### config.mk
export PLATFORM = sky130hd
export DESIGN_NAME = alu_prog_seq_flat
export DESIGN_NICKNAME = d
export VERILOG_FILES = /design/src/rtl/alu_seq_pkg.sv /design/src/rtl/alu_prog_seq_if.sv /design/src/rtl/alu_core.sv /design/src/rtl/alu_prog_seq.sv /design/src/flat_wrapper.sv
export SDC_FILE = /design/constraint.sdc
export NUM_CORES = 1
export LEC_CHECK = 0
export ABC_AREA = 1
export ABC_CLOCK_PERIOD_IN_PS = 4630
export CAP_MARGIN = 20
export CORE_MARGIN = 1.5
export CORE_UTILIZATION = 40
export CTS_BUF_LIST = sky130_fd_sc_hd__clkbuf_16
export CTS_CLUSTER_DIAMETER = 60
export DETAILED_ROUTE_END_ITERATION = 10
export HOLD_SLACK_MARGIN = 0.12
export PLACE_DENSITY = 0.66
export SYNTH_ARGS = -nofsm -noshare
export SYNTH_HDL_FRONTEND = slang
export SYNTH_SLANG_ARGS = --single-unit
### constraint.sdc
create_clock -name clk -period 4.63 [get_ports clk]
set_input_delay 0.926 -clock clk [delete_from_list [all_inputs] [get_ports clk]]
set_output_delay 0.926 -clock clk [all_outputs]
set_load 0.1 [all_outputs]
### src/rtl/alu_seq_pkg.sv
// Shared definitions for the programmable ALU sequencer: opcode constants,
// FSM state type, program memory geometry and a length clamp helper.
package alu_seq_pkg;

   localparam int PROG_DEPTH = 8;
   localparam int INSTR_W    = 7;

   localparam logic [2:0] OP_INC   = 3'b000;
   localparam logic [2:0] OP_RADD  = 3'b001;
   localparam logic [2:0] OP_ADD   = 3'b010;
   localparam logic [2:0] OP_LOGIC = 3'b011;
   localparam logic [2:0] OP_NZ    = 3'b100;
   localparam logic [2:0] OP_SHL   = 3'b101;
   localparam logic [2:0] OP_SHR   = 3'b110;
   localparam logic [2:0] OP_MUL   = 3'b111;

   typedef enum logic [1:0] {
      ST_IDLE = 2'd0,
      ST_RUN  = 2'd1,
      ST_DONE = 2'd2
   } state_t;

   // Lengths above the program depth run the whole program once.
   function automatic logic [3:0] clamp_len(input logic [3:0] len_in);
      return (len_in > 4'd8) ? 4'd8 : len_in;
   endfunction

endpackage

### src/rtl/alu_prog_seq_if.sv
// Program-load / run-control bus of the ALU sequencer. The master side
// (host or bench) drives programming and start; the slave side is the core.
interface alu_prog_seq_if;
   import alu_seq_pkg::*;

   logic               prog_we;
   logic [2:0]         prog_addr;
   logic [INSTR_W-1:0] prog_data;
   logic [3:0]         prog_len;
   logic               start;
   logic               busy;
   logic               done;
   logic [2:0]         pc;
   logic [7:0]         acc;

   modport master (
      output prog_we, prog_addr, prog_data, prog_len, start,
      input  busy, done, pc, acc
   );

   modport slave (
      input  prog_we, prog_addr, prog_data, prog_len, start,
      output busy, done, pc, acc
   );

endinterface

### src/rtl/alu_core.sv
// Combinational datapath: one instruction (op, a) applied to b = acc[3:0],
// producing a zero-extended 8-bit result.
module alu_core
   import alu_seq_pkg::*;
(
   input  logic [2:0] op,
   input  logic [3:0] a,
   input  logic [3:0] b,
   output logic [7:0] res
);

   logic [4:0] ripple_sum;
   logic [4:0] carry;
   logic [7:0] shl_res;
   logic [7:0] shr_res;

   // Explicit bit-serial carry chain so OP_RADD is built from full adders.
   always_comb begin
      carry      = '0;
      ripple_sum = '0;
      for (int i = 0; i < 4; i++) begin
         ripple_sum[i] = a[i] ^ b[i] ^ carry[i];
         carry[i+1]    = (a[i] & b[i]) | (carry[i] & (a[i] ^ b[i]));
      end
      ripple_sum[4] = carry[4];
   end

   // Shift amounts of 8 or more (a[3] set) push every bit out.
   always_comb begin
      shl_res = '0;
      shr_res = '0;
      if (!a[3]) begin
         shl_res = {4'b0, b} << a[2:0];
         shr_res = {4'b0, b} >> a[2:0];
      end
   end

   // Opcode select.
   always_comb begin
      res = '0;
      case (op)
         OP_INC:   res = {3'b0, {1'b0, a} + 5'd1};
         OP_RADD:  res = {3'b0, ripple_sum};
         OP_ADD:   res = {3'b0, {1'b0, a} + {1'b0, b}};
         OP_LOGIC: res = {a | b, a ^ b};
         OP_NZ:    res = ({a, b} != 8'h00) ? 8'h01 : 8'h00;
         OP_SHL:   res = shl_res;
         OP_SHR:   res = shr_res;
         OP_MUL:   res = {4'b0, a} * {4'b0, b};
         default:  res = '0;
      endcase
   end

endmodule

### src/rtl/alu_prog_seq.sv
// Programmable ALU sequencer: an 8-slot program memory executed one
// instruction per cycle into an 8-bit accumulator.
// Optional build macro ALU_SEQ_STEP_EN adds a 'step' port that gates
// each RUN cycle; without it RUN advances every cycle.
module alu_prog_seq
   import alu_seq_pkg::*;
(
   input  logic clk,
   input  logic reset_n,
`ifdef ALU_SEQ_STEP_EN
   input  logic step,
`endif
   alu_prog_seq_if.slave bus
);

   state_t             state;
   state_t             next_state;
   logic [7:0]         acc;
   logic [2:0]         pc;
   logic [3:0]         len;
   logic [INSTR_W-1:0] prog_mem [PROG_DEPTH];
   logic [INSTR_W-1:0] run_prog [PROG_DEPTH];
   logic [INSTR_W-1:0] cur_instr;
   logic [7:0]         alu_res;
   logic [3:0]         eff_len;
   logic               advance;
   logic               last_instr;
   logic               start_ok;
   logic               busy;
   logic               done;

`ifdef ALU_SEQ_STEP_EN
   assign advance = step;
`else
   assign advance = 1'b1;
`endif

   assign eff_len    = clamp_len(bus.prog_len);
   assign start_ok   = bus.start && (state != ST_RUN);
   assign last_instr = ({1'b0, pc} == (len - 4'd1));
   assign cur_instr  = run_prog[pc];

   alu_core u_alu_core (
      .op  (cur_instr[6:4]),
      .a   (cur_instr[3:0]),
      .b   (acc[3:0]),
      .res (alu_res)
   );

   // State register.
   always_ff @(posedge clk) begin
      if (!reset_n) state <= ST_IDLE;
      else          state <= next_state;
   end

   // Next-state and status outputs.
   always_comb begin
      next_state = state;
      busy       = 1'b0;
      done       = 1'b0;
      case (state)
         ST_IDLE: begin
            if (bus.start) next_state = (eff_len == 4'd0) ? ST_DONE : ST_RUN;
         end
         ST_RUN: begin
            busy = 1'b1;
            if (advance && last_instr) next_state = ST_DONE;
         end
         ST_DONE: begin
            done = 1'b1;
            if (bus.start) next_state = (eff_len == 4'd0) ? ST_DONE : ST_RUN;
         end
         default: next_state = ST_IDLE;
      endcase
   end

   // Accumulator, program counter and latched length. pc parks on the last
   // instruction so a full 8-slot program never wraps.
   always_ff @(posedge clk) begin
      if (!reset_n) begin
         acc <= '0;
         pc  <= '0;
         len <= '0;
      end else if (start_ok) begin
         acc <= '0;
         pc  <= '0;
         len <= eff_len;
      end else if (state == ST_RUN && advance) begin
         acc <= alu_res;
         if (!last_instr) pc <= pc + 3'd1;
      end
   end

   // Program memory plus a snapshot taken at start, so a write landing on
   // the same edge as start only affects later runs.
   always_ff @(posedge clk) begin
      if (!reset_n) begin
         for (int i = 0; i < PROG_DEPTH; i++) begin
            prog_mem[i] <= '0;
            run_prog[i] <= '0;
         end
      end else begin
         if (start_ok) begin
            for (int i = 0; i < PROG_DEPTH; i++) run_prog[i] <= prog_mem[i];
         end
         if (bus.prog_we && state != ST_RUN) prog_mem[bus.prog_addr] <= bus.prog_data;
      end
   end

   assign bus.busy = busy;
   assign bus.done = done;
   assign bus.pc   = pc;
   assign bus.acc  = acc;

endmodule

### src/flat_wrapper.sv
// flat-port wrapper written by rule: the top's interface ports become plain ports
module alu_prog_seq_flat import alu_seq_pkg::*;
  (clk, reset_n, bus_prog_we, bus_prog_addr, bus_prog_data, bus_prog_len, bus_start, bus_busy, bus_done, bus_pc, bus_acc);
  alu_prog_seq_if bus_i ();
  input  logic clk;
  input  logic reset_n;
  input wire logic [$bits(bus_i.prog_we)-1:0] bus_prog_we;
  input wire logic [$bits(bus_i.prog_addr)-1:0] bus_prog_addr;
  input wire logic [$bits(bus_i.prog_data)-1:0] bus_prog_data;
  input wire logic [$bits(bus_i.prog_len)-1:0] bus_prog_len;
  input wire logic [$bits(bus_i.start)-1:0] bus_start;
  output wire logic [$bits(bus_i.busy)-1:0] bus_busy;
  output wire logic [$bits(bus_i.done)-1:0] bus_done;
  output wire logic [$bits(bus_i.pc)-1:0] bus_pc;
  output wire logic [$bits(bus_i.acc)-1:0] bus_acc;
  assign bus_i.prog_we = bus_prog_we;
  assign bus_i.prog_addr = bus_prog_addr;
  assign bus_i.prog_data = bus_prog_data;
  assign bus_i.prog_len = bus_prog_len;
  assign bus_i.start = bus_start;
  assign bus_busy = bus_i.busy;
  assign bus_done = bus_i.done;
  assign bus_pc = bus_i.pc;
  assign bus_acc = bus_i.acc;
  alu_prog_seq u_core (.clk(clk), .reset_n(reset_n), .bus(bus_i));
endmodule
==> results of run 1 <==
-- power breakdown --
group,switching [mW],internal (mW)
registers,0.0304,1.36
clock network,0.501,0.839
logic,0.284,0.120
total,0.816,2.32
-- cell usage after synthesis, types with 2 or more instances --
master    number  area, sq um
nor2_2         2         12.5
nand2_2        8         50.1
clkbuf_1       9         33.8
clkinv_1       2         7.51
edfxtp_1     112         3360
fa_1           8          160
xor2_1         2         17.5
inv_1        145          544
inv_2          3         11.3
nor3_1         2         10.0
buf_6          5         56.3
nand3b_1       5         37.5
a21oi_1       21          105
ha_1          27          338
buf_2          2         10.0
nand2_1      175          657
o21ai_0       10         50.1
nor2_1       144          541
dfxtp_1       20          400
o32ai_1        2         17.5
nand3_2        3         30.0
buf_4          5         37.5
o21ai_1        7         35.0
nand2_4        2         22.5
nor2_4         3         33.8
xnor2_1        5         43.8
nand3_1       70          350
-- how the worst max path moves through the flow --
stage / end / slack [ns] / cells after the start
final: u_core.bus.acc[6] / 0.58 / 19
after global routing: u_core.bus.acc[6] / 0.21 / 21
after CTS: u_core.bus.acc[6] / 0.61 / 19
after detailed placement: u_core.bus.acc[6] / 0.60 / 21
after global placement: u_core.bus.acc[6] / 0.73 / 19
after floorplan: u_core.bus.acc[6] / 0.82 / 15
-- through the flow --
stage                     instance area [sq um]  utilization [%]  power (mW)  instances  setup WS, ns
final                                      8180             47.3        3.14       1086         0.582
after global routing                       8180             47.3        3.26       1086         0.213
after CTS                                  8180             47.3        3.15       1086         0.607
after global placement                     7590             43.9        1.82       1054         0.729
after detailed placement                   7590             43.9        1.82       1054         0.597
after floorplan                            7070                -        1.70        813         0.819
-- cell usage in the layout (no fill, tap or decap), types with 4 or more instances in the layout --
| cell | synthesis | layout |
|---|---|---|
| clkbuf_16 | 0 | 17 |
| dfxtp_1 | 20 | 20 |
| nand3b_1 | 5 | 5 |
| o21ai_1 | 7 | 7 |
| nand2_2 | 8 | 9 |
| a21oi_1 | 21 | 21 |
| edfxtp_1 | 112 | 112 |
| ha_1 | 27 | 27 |
| buf_4 | 5 | 6 |
| nand2_1 | 175 | 174 |
| o21ai_0 | 10 | 10 |
| xnor2_1 | 5 | 5 |
| clkdlybuf4s50_1 | 0 | 30 |
| nor2_1 | 144 | 144 |
| inv_1 | 145 | 147 |
| clkinvlp_4 | 0 | 4 |
| nand3_1 | 70 | 70 |
| fa_1 | 8 | 8 |
-- area by class of cell --
class	instances	area [sq um]	area share (%)
repair buffers	37	365	4.47
multi-input cells	509	2610	31.9
flip-flops and latches	132	3760	46.0
well taps	225	282	3.44
inverters	151	569	6.96
clock buffers	17	425	5.20
clock inverters	15	168	2.05
-- logic make-up after synthesis --
group	count (synthesis)	synth area share, %
and+or+nand+nor	420	25.2
buffers and inverters	172	9.99
DFF	132	53.2
AOI/OAI and AO/OA	47	3.70
adders and majority gates	35	7.04
xor gates and xnor gates	7	0.867
-- flip-flops by register name, summed over array words and instances (netlist names), named ones only --
signal / count
u_core.run_prog: 56
u_core.len: 4
u_core.bus.acc: 8
u_core.prog_mem: 56
u_core.state: 2
u_core.bus.pc: 3
-- critical path: cells and delay by family, from the launching register on --
family	cells	cell delay [ns]
AND/OR/NAND/NOR	8	0.84
flip-flops	1	0.58
adder cells (fa/ha/maj)	3	1.58
XOR/XNOR	1	0.14
buffers and inverters	5	0.64
AO/OA/AOI/OAI	2	0.18
-- layer usage --
metal	up-vias	part of all wire (%)	global-route usage, %
met1	2350	46	23.3
met5	-	0	0
met3	25	3.1	3.13
li1	2646	-	-
met4	0	2.4	7.27
met2	102	48	30.4
==> flow_metrics.tcl, run 1 <==
set metrics [dict create \
    status "completed" \
    fin_worst_skew_ns 0.0118 \
    cts_resized 0 \
    hold_buffers 0 \
    htreeDepth 4 \
    overflow 0 \
    whs_endpoint "u_core.bus.acc[5]" \
    worst_pin_slew_ns 0.994 \
    yosysWarningCount 0 \
    power.density_nw_per_um2 384 \
    r2r_slack_ns 0.58 \
    drt_iter0_markers 342 \
    wl_per_cell_um 14.2 \
    grt_pass1_vias 5139 \
    antenna_found_initial 0 \
    worst_setup_path_end_kind "flop" \
    area_growth_pct 15.6 \
    drc_errors 0 \
    path_cells "clkinv_1 -> nand3_2 -> nand2_4 -> inv_2 -> nand2_1 -> fa_1 -> inv_1 -> fa_1 -> inv_1 -> fa_1 -> nor2_1 -> a211oi_1 -> xnor2_1 -> nand2_1 -> nand2_1 -> inv_1 -> nand3_1 -> nand2_1 -> a21oi_1" \
    fmax_mhz 247 \
    drv_cap 0 \
    path_max_fanout 11 \
    vias 5123 \
    ys_seq_elements 132 \
    cts_buffers 17 \
    routabilityCongestion 0.915 \
    grt_start_max_net_pins 72 \
    cts_tree "yes" \
    cts_max_path_buffers 2 \
    path_clk_slew_ns 0.06 \
    drv_slew 0 \
    min_path_type "reg2reg" \
    ys_types 41 \
    via_per_inst 4.72 \
    power.leakage_nw 3.71 \
    avgSynthCellArea_sq_um 8.70 \
    fin_crit_sh_pct 87.4 \
    start_util_pct 40.9 \
    synthFlopType "edfxtp_1" \
    min_period_ns 4.05 \
    setup_viol 0 \
    wirelength_um 15400 \
    synth_seq_area_share_pct 53.2 \
    syn_inst 813 \
    core_sq_um 17300 \
    io_pins 31 \
    r2r_end "u_core.bus.acc[6]" \
    dpl.hpwl_um 11300 \
    cpPeakStageDelay_ns 0.58 \
    cts_num_sinks 132 \
    hold_viol 0 \
    cp_common_cell "nand2_1" \
    fp-row-count 48 \
    cp_slowest_cell "dfxtp_1" \
    relSlewSlack_pct 33.5 \
    layout-drive-gt1-share_pct 7.08 \
    setup_tns_ns 0 \
    clock_latency_ns 0.42 \
    die_h_um 136 \
    grt_setup_unrepaired "no" \
    reg2regPathDepth 19 \
    cts_setup_buffers 0 \
    die_x_um 136 \
    cp_data_arrival_time_ns 4.39 \
    syn_nets 866 \
    syn_area_sq_um 7070 \
    n_antenna_cell 0 \
    portBuffers 30 \
    min_path_cells 2 \
    grt_util_all_layers_pct 18.1 \
    nets 901 \
    die_area_sq_um 18500 \
    first_pass_iters 7 \
    synth_edf_count 112 \
    hold_start "u_core.bus.acc[5]" \
    cts_root_buf "clkbuf_16" \
    whs_ns 0.462 \
    async_flop_share_pct 0 \
    start_kind "flop" \
    ant_nets 0 \
    critPathKind "reg2reg" \
    worstPathRequired_ns 4.97 \
    n_fill_cell 1707 \
    grt_pass1_wl_um 25500 \
    max-vdd-ir-drop_v 0.000288 \
]
No activity file was read; power rests on OpenSTA's default activity.
==> run 2: changes to the inputs <==
REMOVE_ABC_BUFFERS = 1   (was not set)
==> flow_metrics.tcl, run 2 (synthesized netlist as in run 1, its figures left out) <==
set metrics [dict create \
    min_path_type "reg2reg" \
    place_ws_ns 0.721 \
    cp_slowest_cell "dfxtp_1" \
    grt_util_all_layers_pct 18.0 \
    worst_pin_slew_ns 1.00 \
    grt_util_met2_pct 29.8 \
    path_clk_slew_ns 0.06 \
    n_antenna_cell 0 \
    max-vdd-ir-drop_v 0.000263 \
    htreeDepth 4 \
    drc_errors 0 \
    wirelength_um 15100 \
    cts_setup_buffers 0 \
    start_util_pct 40.9 \
    crit_cells 21 \
    first_pass_iters 5 \
    r2r_slack_ns 0.67 \
    die_x_um 136 \
    cts_tree "yes" \
    hold_start "u_core.bus.acc[5]" \
    path_max_fanout 16 \
    setup_ws_ns 0.670 \
    setup_viol 0 \
    fmax_mhz 253 \
    endpoint "u_core.bus.acc[6]" \
    vias 5099 \
    drv_slew 0 \
    cp_top_family "adder cells" \
    reg_top3 "u_core.prog_mem (56), u_core.run_prog (56), u_core.bus.acc (8)" \
    crit_buf_inv 5 \
    io_pins 31 \
    die_area_sq_um 18500 \
    layout_common_cells "nand2_1 (174), inv_1 (145), nor2_1 (144)" \
    whs_ns 0.465 \
    layout-drive-gt1-share_pct 7.43 \
    worstPathRequired_ns 4.99 \
    min_period_ns 3.96 \
    routabilityCongestion 0.904 \
    ant_nets 0 \
    clock_latency_ns 0.43 \
    fin_crit_sh_pct 85.5 \
    hold_buffers 0 \
    cts_resized 0 \
    cp_data_arrival_time_ns 4.32 \
    grt_use_met3_pct 3.80 \
    total_power_mw 3.14 \
    via_per_inst 4.70 \
    cts_max_path_buffers 2 \
    area_growth_pct 15.7 \
    overflow 0 \
    cts_buffers 17 \
    critPathKind "reg2reg" \
    antenna_found_initial 0 \
    grt_pass1_vias 5035 \
    dpl.hpwl_um 11000 \
    r2r_end "u_core.bus.acc[6]" \
    grt_start_max_net_pins 72 \
    met1_usage_pct 22.8 \
    cpPeakStageDelay_ns 0.70 \
    relSlewSlack_pct 33.1 \
    n_fill_cell 1693 \
    portBuffers 30 \
    drv_cap 0 \
    power.leakage_nw 3.71 \
    die_h_um 136 \
    cts_num_sinks 132 \
    nets 901 \
    drt_iter0_markers 286 \
    core_sq_um 17300 \
    final_common_cell "nand2_1" \
    fin_worst_skew_ns 0.0142 \
    fp-row-count 48 \
    status "completed" \
    path_cells "inv_4 -> nor2_1 -> o21ai_0 -> nand3_1 -> nand2_2 -> inv_2 -> nand2_1 -> fa_1 -> inv_1 -> fa_1 -> inv_1 -> fa_1 -> nor2_1 -> a211oi_1 -> xnor2_1 -> nand2_1 -> nand2_1 -> inv_1 -> nand3_1 -> nand2_1 -> a21oi_1" \
    grt_pass1_wl_um 25200 \
    power.density_nw_per_um2 384 \
    reg2regPathDepth 21 \
    hold_viol 0 \
    grt.busiest_layer "met2" \
    worst_setup_path_end_kind "flop" \
    cp_common_cell "nand2_1" \
    wl_per_cell_um 13.9 \
    cts_root_buf "clkbuf_16" \
    setup_tns_ns 0 \
    start_kind "flop" \
    grt_setup_unrepaired "no" \
]
run 2: area by class of cell:
type / count / area, sq um / share of cell area, %
Tap cell: 225 / 282 / 3.44
Inverter: 151 / 569 / 6.96
Timing Repair Buffer: 37 / 365 / 4.46
Clock inverter: 15 / 171 / 2.09
Sequential cell: 132 / 3760 / 46.0
Multi-Input combinational cell: 509 / 2610 / 31.9
Clock buffer: 17 / 425 / 5.20
run 2: worst min-delay path by stage:
| stage | endpoint | cells past startpoint |
|---|---|---|
| floorplan | u_core.len[3] | 2 |
| global placement | u_core.bus.acc[5] | 2 |
| detailed placement | u_core.bus.acc[5] | 2 |
| CTS | u_core.bus.acc[6] | 2 |
| global route | u_core.bus.acc[4] | 2 |
| finish | u_core.bus.acc[5] | 2 |
run 2: power breakdown:
group	leakage, nW	internal [mW]	switching [mW]	total [mW]
Combinational	2.08	0.120	0.287	0.407
Clock	0.291	0.806	0.541	1.35
Sequential	1.35	1.36	0.0275	1.39
Total	3.71	2.29	0.856	3.14
run 2: worst reg2reg max path, stage by stage (launching register included):
cell      delay (ns)
dfxtp_1         0.70
inv_4           0.15
nor2_1          0.13
o21ai_0         0.08
nand3_1         0.10
nand2_2         0.07
inv_2           0.17
nand2_1         0.10
fa_1            0.51
inv_1           0.05
fa_1            0.57
inv_1           0.07
fa_1            0.45
nor2_1          0.14
a211oi_1        0.07
xnor2_1         0.14
nand2_1         0.06
nand2_1         0.06
inv_1           0.04
nand3_1         0.07
nand2_1         0.05
a21oi_1         0.11
run 2: through the flow:
step           utilization, %  area (sq um)  instances
5_1_grt                  47.3          8180       1086
3_3_place_gp             43.9          7590       1054
6_report                 47.3          8180       1086
2_1_floorplan               -          6940        792
3_5_place_dp             43.9          7590       1054
4_1_cts                  47.3          8180       1086
run 2: metal layers:
| metal | routed length [um] | share of wire (%) | up-vias |
|---|---|---|---|
| met2 | 7300 | 48 | 102 |
| met1 | 7000 | 46 | 2322 |
| met5 | 0 | 0 | - |
| met4 | 318 | 2.1 | 0 |
| met3 | 491 | 3.3 | 26 |
| li1 | - | - | 2649 |
==> run 3: changes to the inputs <==
ABC_AREA = not set   (was 1)
CORE_UTILIZATION = 61   (was 40)
PLACE_DENSITY = 0.89   (was 0.66)
==> flow_metrics.tcl, run 3 <==
set metrics [dict create \
    instances_no_fill 730 \
    synth_top_area_cell "edfxtp_1" \
    fmax_mhz 246 \
    whs_ns 0.473 \
    wl_per_cell_um 20.3 \
    start_kind "flop" \
    path_cells "mux4_2 -> mux2i_4 -> inv_2 -> nand2_1 -> fa_1 -> inv_1 -> fa_1 -> ha_1 -> a21o_1 -> a21oi_1 -> xnor2_1 -> a21oi_1 -> o21ai_0 -> a221oi_1 -> a211oi_2" \
    n_antenna_cell 0 \
    power.leakage_nw 3.08 \
    syn_area_sq_um 6740 \
    dpl_cell_area_sq_um 7210 \
    drt_iter0_markers 356 \
    cp_slowest_cell "mux4_2" \
    grt_start_max_net_pins 60 \
    place_ws_ns 0.565 \
    min_path_type "reg2reg" \
    cts_resized 0 \
    grt_pass1_vias 4416 \
    fin_area_sq_um 7830 \
    htreeDepth 4 \
    hold_viol 0 \
    synth_top_area_share_pct 49.9 \
    n_fill_cell 673 \
    clock_latency_ns 0.42 \
    overflow 0 \
    reg_top3 "u_core.prog_mem (56), u_core.run_prog (56), u_core.bus.acc (8)" \
    area_growth_pct 16.3 \
    synthFlopType "edfxtp_1" \
    syn_inst 531 \
    layout-drive-gt1-share_pct 12.9 \
    nets 630 \
    synth_edf_count 112 \
    worst_setup_path_end_kind "flop" \
    cts_max_path_buffers 2 \
    multi_input_area_sq_um 2770 \
    drv_slew 0 \
    routabilityCongestion 0.928 \
    grt_util_all_layers_pct 27.9 \
    drc_errors 0 \
    avgSynthCellArea_sq_um 12.7 \
    worstPathRequired_ns 4.92 \
    cts_tree "yes" \
    die_area_sq_um 11700 \
    ys_seq_elements 132 \
    yosys-top-cells-count "and2_1 (114), edfxtp_1 (112), nor2_1 (33), ha_1 (27)" \
    yosysWarningCount 0 \
    die_x_um 108 \
    setup_viol 0 \
    setup_tns_ns 0 \
    ys_types 59 \
    path_clk_slew_ns 0.06 \
    critPathKind "reg2reg" \
    cp_data_arrival_time_ns 4.36 \
    core_sq_um 10800 \
    die_h_um 108 \
    wirelength_um 14800 \
    cts_buffers 17 \
    worst_pin_slew_ns 1.01 \
    min_period_ns 4.07 \
    fin_worst_skew_ns 0.00832 \
    path_max_fanout 10 \
    fin_crit_sh_pct 87.8 \
    hold_buffers 0 \
    ant_nets 0 \
    start_util_pct 62.4 \
    vias 4355 \
    setup_ws_ns 0.564 \
    synth_seq_area_share_pct 55.9 \
    final_common_cell "and2_1" \
    async_flop_share_pct 0 \
    status "completed" \
    io_pins 31 \
    max-vdd-ir-drop_v 0.000472 \
    power.density_nw_per_um2 406 \
    dpl.hpwl_um 10400 \
    first_pass_iters 5 \
    grt_setup_unrepaired "no" \
    synthTopCellsByArea "edfxtp_1 (50%), and2_1 (11%), dfxtp_1 (5.9%)" \
    seq_area_sq_um 3760 \
    drv_cap 0 \
    dp_cells 696 \
    antenna_found_initial 0 \
    cts_setup_buffers 0 \
    via_per_inst 5.97 \
    relSlewSlack_pct 32.0 \
    post-synth-top-count-cell "and2_1" \
    grt_pass1_wl_um 23400 \
    cts_num_sinks 132 \
    portBuffers 30 \
    layout_common_cells "and2_1 (114), edfxtp_1 (112), nor2_1 (33)" \
    fp-row-count 38 \
    cpPeakStageDelay_ns 0.58 \
    cts_root_buf "clkbuf_16" \
]
[run 3: cell types whose count changed in the layout (fill, tap and decap cells not counted), moves of 7 or more]
cell,previous run,this run
nand2_1,174,19
inv_1,145,20
and2_1,1,114
nor2_1,144,33
nand3_1,70,10
mux4_2,0,11
buf_4,6,15
nand2_2,9,0
nor3_1,2,10
nand2b_1,0,7
o21ai_0,10,17
[run 3: worst max-delay path: cells and delay by family (launching register included)]
family                   cells  cell delay (ns)
AO/OA/AOI/OAI                6             1.03
flip-flops                   1             0.46
adder cells (fa/ha/maj)      3             1.14
AND/OR/NAND/NOR              1             0.10
XOR/XNOR                     1             0.09
buffers and inverters        2             0.19
multiplexers                 2             0.93
[run 3: cell type report]
class / instances / area share (%)
multi-input cells: 356 / 35.4
inverters: 23 / 1.10
repair buffers: 47 / 5.40
clock inverters: 15 / 2.38
well taps: 140 / 2.24
clock buffers: 17 / 5.43
flip-flops and latches: 132 / 48.0
[run 3: cell families after synthesis]
group | Yosys count | synth area share (%)
AND/OR/NAND/NOR | 212 | 17.7
adder cells (fa/ha/maj) | 35 | 7.39
AO/OA/AOI/OAI | 71 | 6.83
multiplexers | 27 | 7.80
buffers and inverters | 43 | 2.97
flip-flops | 132 | 55.9
XOR/XNOR | 11 | 1.43
[run 3: through the flow]
step	utilization, %	power (mW)
final	72.6	3.18
after detailed placement	66.8	1.80
after CTS	72.5	3.18
after global placement	66.8	1.79
after global routing	72.6	3.27
after floorplan	-	1.66
[run 3: power breakdown]
part           internal [mW]  total [mW]  leakage (nW)  switching, mW
sequential              1.36        1.40          1.36         0.0371
combinational          0.136       0.384          1.42          0.248
clock                  0.894        1.40         0.302          0.502
[run 3: final timing paths]
check               startpoint           endpoint  slack, ns  depth (start not counted)
max                       flop  u_core.bus.acc[5]       0.56                         15
max reg2reg               flop  u_core.bus.acc[5]       0.56                         15
min          u_core.bus.acc[6]  u_core.bus.acc[6]       0.47                          2
min reg2reg  u_core.bus.acc[6]  u_core.bus.acc[6]       0.47                          2
[run 3: routing by layer]
metal | routed length, um | vias to the layer above | global-route usage, %
li1 | - | 2010 | -
met1 | 5670 | 2095 | 33.1
met2 | 7610 | 196 | 47.7
met3 | 941 | 54 | 6.75
met4 | 569 | 0 | 13.4
met5 | 0 | - | 0
